**config.mk**
```make
export PLATFORM = sky130hd
export DESIGN_NAME = tx_frame_scheduler
export DESIGN_NICKNAME = d
export VERILOG_FILES = /design/src/rtl/tx_frame_scheduler.sv
export SDC_FILE = /design/constraint.sdc
export NUM_CORES = 1
export LEC_CHECK = 0
export ABC_AREA = 1
export BUFFER_PORTS_ARGS = -buffer_cell sky130_fd_sc_hd__buf_2
export CORE_ASPECT_RATIO = 0.7
export CORE_MARGIN = 2
export CORE_UTILIZATION = 55
export CTS_CLUSTER_DIAMETER = 150
export DETAILED_ROUTE_END_ITERATION = 8
export GPL_ROUTABILITY_DRIVEN = 0
export GPL_TIMING_DRIVEN = 0
export PLACE_DENSITY = 0.77
export SLEW_MARGIN = 20
export SYNTH_ARGS = -nofsm -noshare
export SYNTH_HDL_FRONTEND = slang
export SYNTH_SLANG_ARGS = --single-unit
```
**constraint.sdc**
```tcl
create_clock -name clk -period 3.05 [get_ports clk]
set_input_delay 0.305 -clock clk [delete_from_list [all_inputs] [get_ports clk]]
set_output_delay 0.305 -clock clk [all_outputs]
set_load 0.01 [all_outputs]
```
**src/rtl/tx_frame_scheduler.sv**
```systemverilog
// Transmit framing scheduler: arbitrates TLP/DLLP byte sources into one K/D-flagged framed stream.
// Optional macro TX_NULLIFY_EN adds tlp_nullify, which ends the flagged TLP with EDB instead of END.
module tx_frame_scheduler #(
    parameter int MAX_TLP_BYTES = 512,
    parameter int DLLP_BYTES    = 6,
    parameter int STARVE_LIMIT  = 4
) (
    input  logic       clk,
    input  logic       rst,
    input  logic       tlp_valid,
    input  logic [7:0] tlp_data,
    input  logic       tlp_last,
`ifdef TX_NULLIFY_EN
    input  logic       tlp_nullify,
`endif
    output logic       tlp_ready,
    input  logic       dllp_valid,
    input  logic [7:0] dllp_data,
    output logic       dllp_ready,
    output logic [7:0] tx_data,
    output logic       tx_dk,
    output logic       tx_valid,
    output logic       underrun_err,
    output logic       oversize_err
);
    localparam logic [7:0] STP = 8'hFB;
    localparam logic [7:0] SDP = 8'h5C;
    localparam logic [7:0] ENDT = 8'hFD;
    localparam logic [7:0] EDB = 8'hFE;
    localparam logic [7:0] PAD = 8'hF7;
    localparam int CMAX = (MAX_TLP_BYTES > DLLP_BYTES) ? MAX_TLP_BYTES : DLLP_BYTES;
    localparam int CW = $clog2(CMAX + 1);
    localparam int SW = $clog2(STARVE_LIMIT + 1);

    typedef enum logic [1:0] {IDLE, TLP_BODY, DLLP_BODY, END_TOK} state_t;

    state_t        state_q, state_d;
    logic [CW-1:0] cnt_q, cnt_d;
    logic [SW-1:0] streak_q, streak_d;
    logic [7:0]    tx_data_q, tx_data_d;
    logic          tx_dk_q, tx_dk_d;
    logic          tx_valid_q;
    logic          underrun_q, underrun_d;
    logic          oversize_q, oversize_d;
    logic          nullify_q, nullify_d;

    assign tlp_ready    = (state_q == TLP_BODY);
    assign dllp_ready   = (state_q == DLLP_BODY);
    assign tx_data      = tx_data_q;
    assign tx_dk        = tx_dk_q;
    assign tx_valid     = tx_valid_q;
    assign underrun_err = underrun_q;
    assign oversize_err = oversize_q;

    always_comb begin
        state_d    = state_q;
        cnt_d      = cnt_q;
        streak_d   = streak_q;
        tx_data_d  = PAD;
        tx_dk_d    = 1'b1;
        underrun_d = 1'b0;
        oversize_d = 1'b0;
        nullify_d  = nullify_q;
        case (state_q)
            IDLE: begin
                // A TLP that has watched STARVE_LIMIT DLLP grants go by takes priority.
                if (dllp_valid && !(tlp_valid && streak_q == SW'(STARVE_LIMIT))) begin
                    tx_data_d = SDP;
                    cnt_d     = '0;
                    state_d   = DLLP_BODY;
                    if (streak_q != SW'(STARVE_LIMIT))
                        streak_d = streak_q + SW'(tlp_valid);
                end else if (tlp_valid) begin
                    tx_data_d = STP;
                    cnt_d     = '0;
                    streak_d  = '0;
                    state_d   = TLP_BODY;
                end
            end
            TLP_BODY: begin
                if (cnt_q == CW'(MAX_TLP_BYTES)) begin
                    tx_data_d  = EDB;
                    oversize_d = 1'b1;
                    state_d    = IDLE;
                end else if (!tlp_valid) begin
                    tx_data_d  = EDB;
                    underrun_d = 1'b1;
                    state_d    = IDLE;
                end else begin
                    tx_data_d = tlp_data;
                    tx_dk_d   = 1'b0;
                    cnt_d     = cnt_q + CW'(1);
                    if (tlp_last) begin
                        state_d = END_TOK;
`ifdef TX_NULLIFY_EN
                        nullify_d = tlp_nullify;
`else
                        nullify_d = 1'b0;
`endif
                    end
                end
            end
            DLLP_BODY: begin
                if (!dllp_valid) begin
                    tx_data_d  = EDB;
                    underrun_d = 1'b1;
                    state_d    = IDLE;
                end else begin
                    tx_data_d = dllp_data;
                    tx_dk_d   = 1'b0;
                    cnt_d     = cnt_q + CW'(1);
                    if (cnt_q == CW'(DLLP_BYTES - 1))
                        state_d = END_TOK;
                end
            end
            default: begin
                // Closing token; IDLE arbitrates next cycle so the next start token follows directly.
                tx_data_d = nullify_q ? EDB : ENDT;
                nullify_d = 1'b0;
                state_d   = IDLE;
            end
        endcase
    end

    always_ff @(posedge clk or posedge rst) begin
        if (rst) begin
            state_q    <= IDLE;
            cnt_q      <= '0;
            streak_q   <= '0;
            tx_data_q  <= PAD;
            tx_dk_q    <= 1'b1;
            tx_valid_q <= 1'b0;
            underrun_q <= 1'b0;
            oversize_q <= 1'b0;
            nullify_q  <= 1'b0;
        end else begin
            state_q    <= state_d;
            cnt_q      <= cnt_d;
            streak_q   <= streak_d;
            tx_data_q  <= tx_data_d;
            tx_dk_q    <= tx_dk_d;
            tx_valid_q <= 1'b1;
            underrun_q <= underrun_d;
            oversize_q <= oversize_d;
            nullify_q  <= nullify_d;
        end
    end
endmodule
```
==> results.json <==
{
  "cp_slowest_cell": "dfrtp_1",
  "grt_max_degree": 28,
  "grt_overflow": 0,
  "wl_um": 3570,
  "cp.arrival_ps": 2070,
  "start_util_pct": 58.8,
  "syn_area_per_cell_sq_um": 7.95,
  "setup_violations": 0,
  "insertedDiodeCount": 0,
  "relSlewSlack_pct": 61.8,
  "cts.clk_slew.worst_paths_ps": 90,
  "rsz0062_at_grt": "no",
  "cts_tree": "built",
  "port_buffers": 34,
  "synth.area.top_cells": "dfrtp_1, dfstp_2, nand2_1",
  "worst_slew_pin_slew_ps": 572,
  "synthMuxAreaShare_pct": 0,
  "dieArea_sq_um": 3500,
  "synth_area_sq_um": 1670,
  "clock_skew_ps": 3.93,
  "drv_slew": 0,
  "cts_buffers": 3,
  "post_cts_buffers": 0,
  "grt_pass1_wl_um": 6160,
  "synthXorXnorAreaFrac_pct": 1.57,
  "multiInputGateArea_sq_um": 843,
  "p_per_area_nw_per_um2": 787,
  "critPathBufInv": 3,
  "seqCellArea_sq_um": 686,
  "core-area_sq_um": 2840,
  "wl_met2_um": 1460,
  "core.rowCount": 16,
  "wl_met3_um": 249,
  "r2r-end": "cnt_q[3]$_DFFE_PP0P_",
  "wl_met1_um": 1870,
  "worst-setup-path-type": "flip-flop to flip-flop",
  "setup_slack_ps": 1200,
  "post_cts_resized": 0,
  "synthCells": 210,
  "cts.htree.levels": 1,
  "synth_edf_count": 0,
  "yosysTopAreaCell": "dfrtp_1",
  "crit_fanout": 9,
  "dpl_cell_area_sq_um": 1890,
  "ant_nets": 0,
  "drt-pass1-iter-count": 4,
  "synth_compound_area_share_pct": 9.36,
  "dpl.hpwl_um": 2720,
  "syn_to_final_growth_pct": 15.7,
  "worstPathCellList": "inv_1 > ha_1 > buf_2 > inv_1 > nor2_1 > nor2_4 > nand2_1 > a21oi_2 > nand3_1 > nand2_1",
  "crit_start": "state_q[0]$_DFFE_PP0P_",
  "holdBufCountCts": 0,
  "avgViaCountPerCell": 5.19,
  "stdcell_area_sq_um": 1930,
  "hold_class": "input port to asynchronous set/reset pin",
  "cpPeakStageDelay_ps": 410,
  "startpoint_type": "flip-flop",
  "clock_path_buffers": 2,
  "drive_above_1_share_pct": 27.0,
  "synth_cell_type_count": 29,
  "ios": 35,
  "top_layer_used": "met3",
  "cap_viol_max_count": 0,
  "finalCritPeriodShare_pct": 60.6,
  "synth_nets": 240,
  "cp-end-kind": "flip-flop",
  "reg2reg_depth": 10,
  "synth_top_family_by_area": "simple AND/OR/NAND/NOR gates",
  "wl_per_cell_um": 12.6,
  "die_h_um": 50.1,
  "grt_pass1_vias": 1337,
  "r2r-start": "state_q[0]$_DFFE_PP0P_",
  "p_leak_uw": 0.000992,
  "hold_viol_final": 0,
  "fillers": 241,
  "reg2reg_slack_ps": 1200,
  "crit_family": "simple AND/OR/NAND/NOR gates",
  "cts-root-buf": "clkbuf_8",
  "tns_ps": 0,
  "track_usage_pct": 22.0,
  "yosysWarningCount": 0,
  "status": "completed",
  "max_freq_mhz": 541,
  "period_needed_ps": 1850,
  "grt_antenna_before_repair": 0,
  "cp.required_ps": 3270,
  "dieWidth_um": 69.9,
  "async_flop_share_pct": 100,
  "drt_iter0_drc": 100,
  "critical_path.endpoint": "cnt_q[3]$_DFFE_PP0P_",
  "ys_seq_area_share_pct": 41.0,
  "worstSkewPairLatency_ps": 270,
  "synthSimpleGateAreaFrac_pct": 32.6,
  "synth_fa_ha_area_share_pct": 6.74,
  "cp.depth": 10,
  "preCtsSetupSlack_ps": 1220,
  "remaining_drc_errors": 0,
  "vdd.ir_drop.worst_uv": 574,
  "nets": 279,
  "synth_ff_type": "dfrtp_1",
  "vias": 1475,
  "cts.sinks": 27,
  "synth_seq_cells": 27,
  "synth_top_area_share_pct": 28.5
}
[metal layers]
layer | vias up | global-route usage (%)
met5 | - | 0
met3 | 0 | 5.93
met1 | 670 | 33.2
li1 | 760 | -
met4 | 0 | 0.962
met2 | 45 | 33.3
[cells in the mapped netlist, types with 3 or more instances]
library cell / n
nor3_1: 3
o21ai_0: 14
nor2_4: 3
dfrtp_1: 19
dfstp_2: 8
nand2_1: 49
nand3_1: 26
ha_1: 9
nand4_1: 9
xor2_1: 3
o21ai_2: 4
nand2_4: 3
inv_1: 29
nor2_1: 11
[per-stage QoR]
step / utilization (%) / power [uW] / instances / hold WS (ps)
2_1_floorplan: - / 1090 / 210 / 352
3_3_place_gp: 66.3 / 1300 / 280 / 492
3_5_place_dp: 66.3 / 1320 / 280 / 507
4_1_cts: 68.0 / 1520 / 284 / 243
5_1_grt: 68.0 / 1660 / 284 / 115
6_report: 68.0 / 1520 / 284 / 74.4
[power breakdown]
part / internal [uW] / switching (uW)
logic: 273 / 492
clock network: 91.6 / 113
registers: 497 / 54.7
[area by class of cell]
type	count	share of cell area [%]
inverters	30	5.83
repair buffers	34	8.81
well taps	36	2.33
flip-flops and latches	27	35.5
clock buffers	3	2.14
clock inverters	1	0.259
plain buffers	5	1.49
multi-input cells	148	43.7
[worst min-delay path by stage]
stage	startpoint	to
after global routing	rst	cnt_q[7]$_DFFE_PP0P_
after floorplan	rst	cnt_q[0]$_DFFE_PP0P_
after global placement	cnt_q[3]$_DFFE_PP0P_	cnt_q[3]$_DFFE_PP0P_
final	rst	cnt_q[5]$_DFFE_PP0P_
after detailed placement	cnt_q[3]$_DFFE_PP0P_	cnt_q[3]$_DFFE_PP0P_
after CTS	tlp_data[4]	tx_data[4]$_DFF_PP1_
[logic make-up after synthesis]
logic type / after synthesis
AO/OA/AOI/OAI: 25
XOR/XNOR: 3
adder cells (fa/ha/maj): 9
buffers and inverters: 35
flip-flops: 27
other: 1
AND/OR/NAND/NOR: 110
[cells in the final DEF (no fill, tap or decap), types with 2 or more instances in the layout]
| cell | synthesis | routed |
|---|---|---|
| nand2_1 | 49 | 49 |
| nand4_1 | 9 | 9 |
| o21ai_2 | 4 | 4 |
| inv_2 | 1 | 2 |
| clkbuf_8 | 0 | 3 |
| or2_2 | 2 | 2 |
| nor2_4 | 3 | 3 |
| nand3_1 | 26 | 26 |
| nand2_4 | 3 | 3 |
| nor2_1 | 11 | 11 |
| ha_1 | 9 | 9 |
| o21ai_0 | 14 | 14 |
| dfrtp_1 | 19 | 19 |
| xor2_1 | 3 | 3 |
| clkbuf_1 | 2 | 2 |
| inv_1 | 29 | 28 |
| buf_2 | 2 | 36 |
| nor3_1 | 3 | 3 |
| dfstp_2 | 8 | 8 |
| a221oi_1 | 2 | 2 |
| nand2_2 | 2 | 2 |
[state kept, by name, indices dropped and copies added (netlist names)]
| signal | count |
|---|---|
| cnt_q | 10 |
| tx_data | 8 |
| streak_q | 3 |
| state_q | 2 |
| oversize_err | 1 |
| tx_dk | 1 |
| tx_valid | 1 |
| underrun_err | 1 |
Note: power is estimated with default switching activity, not from simulation.
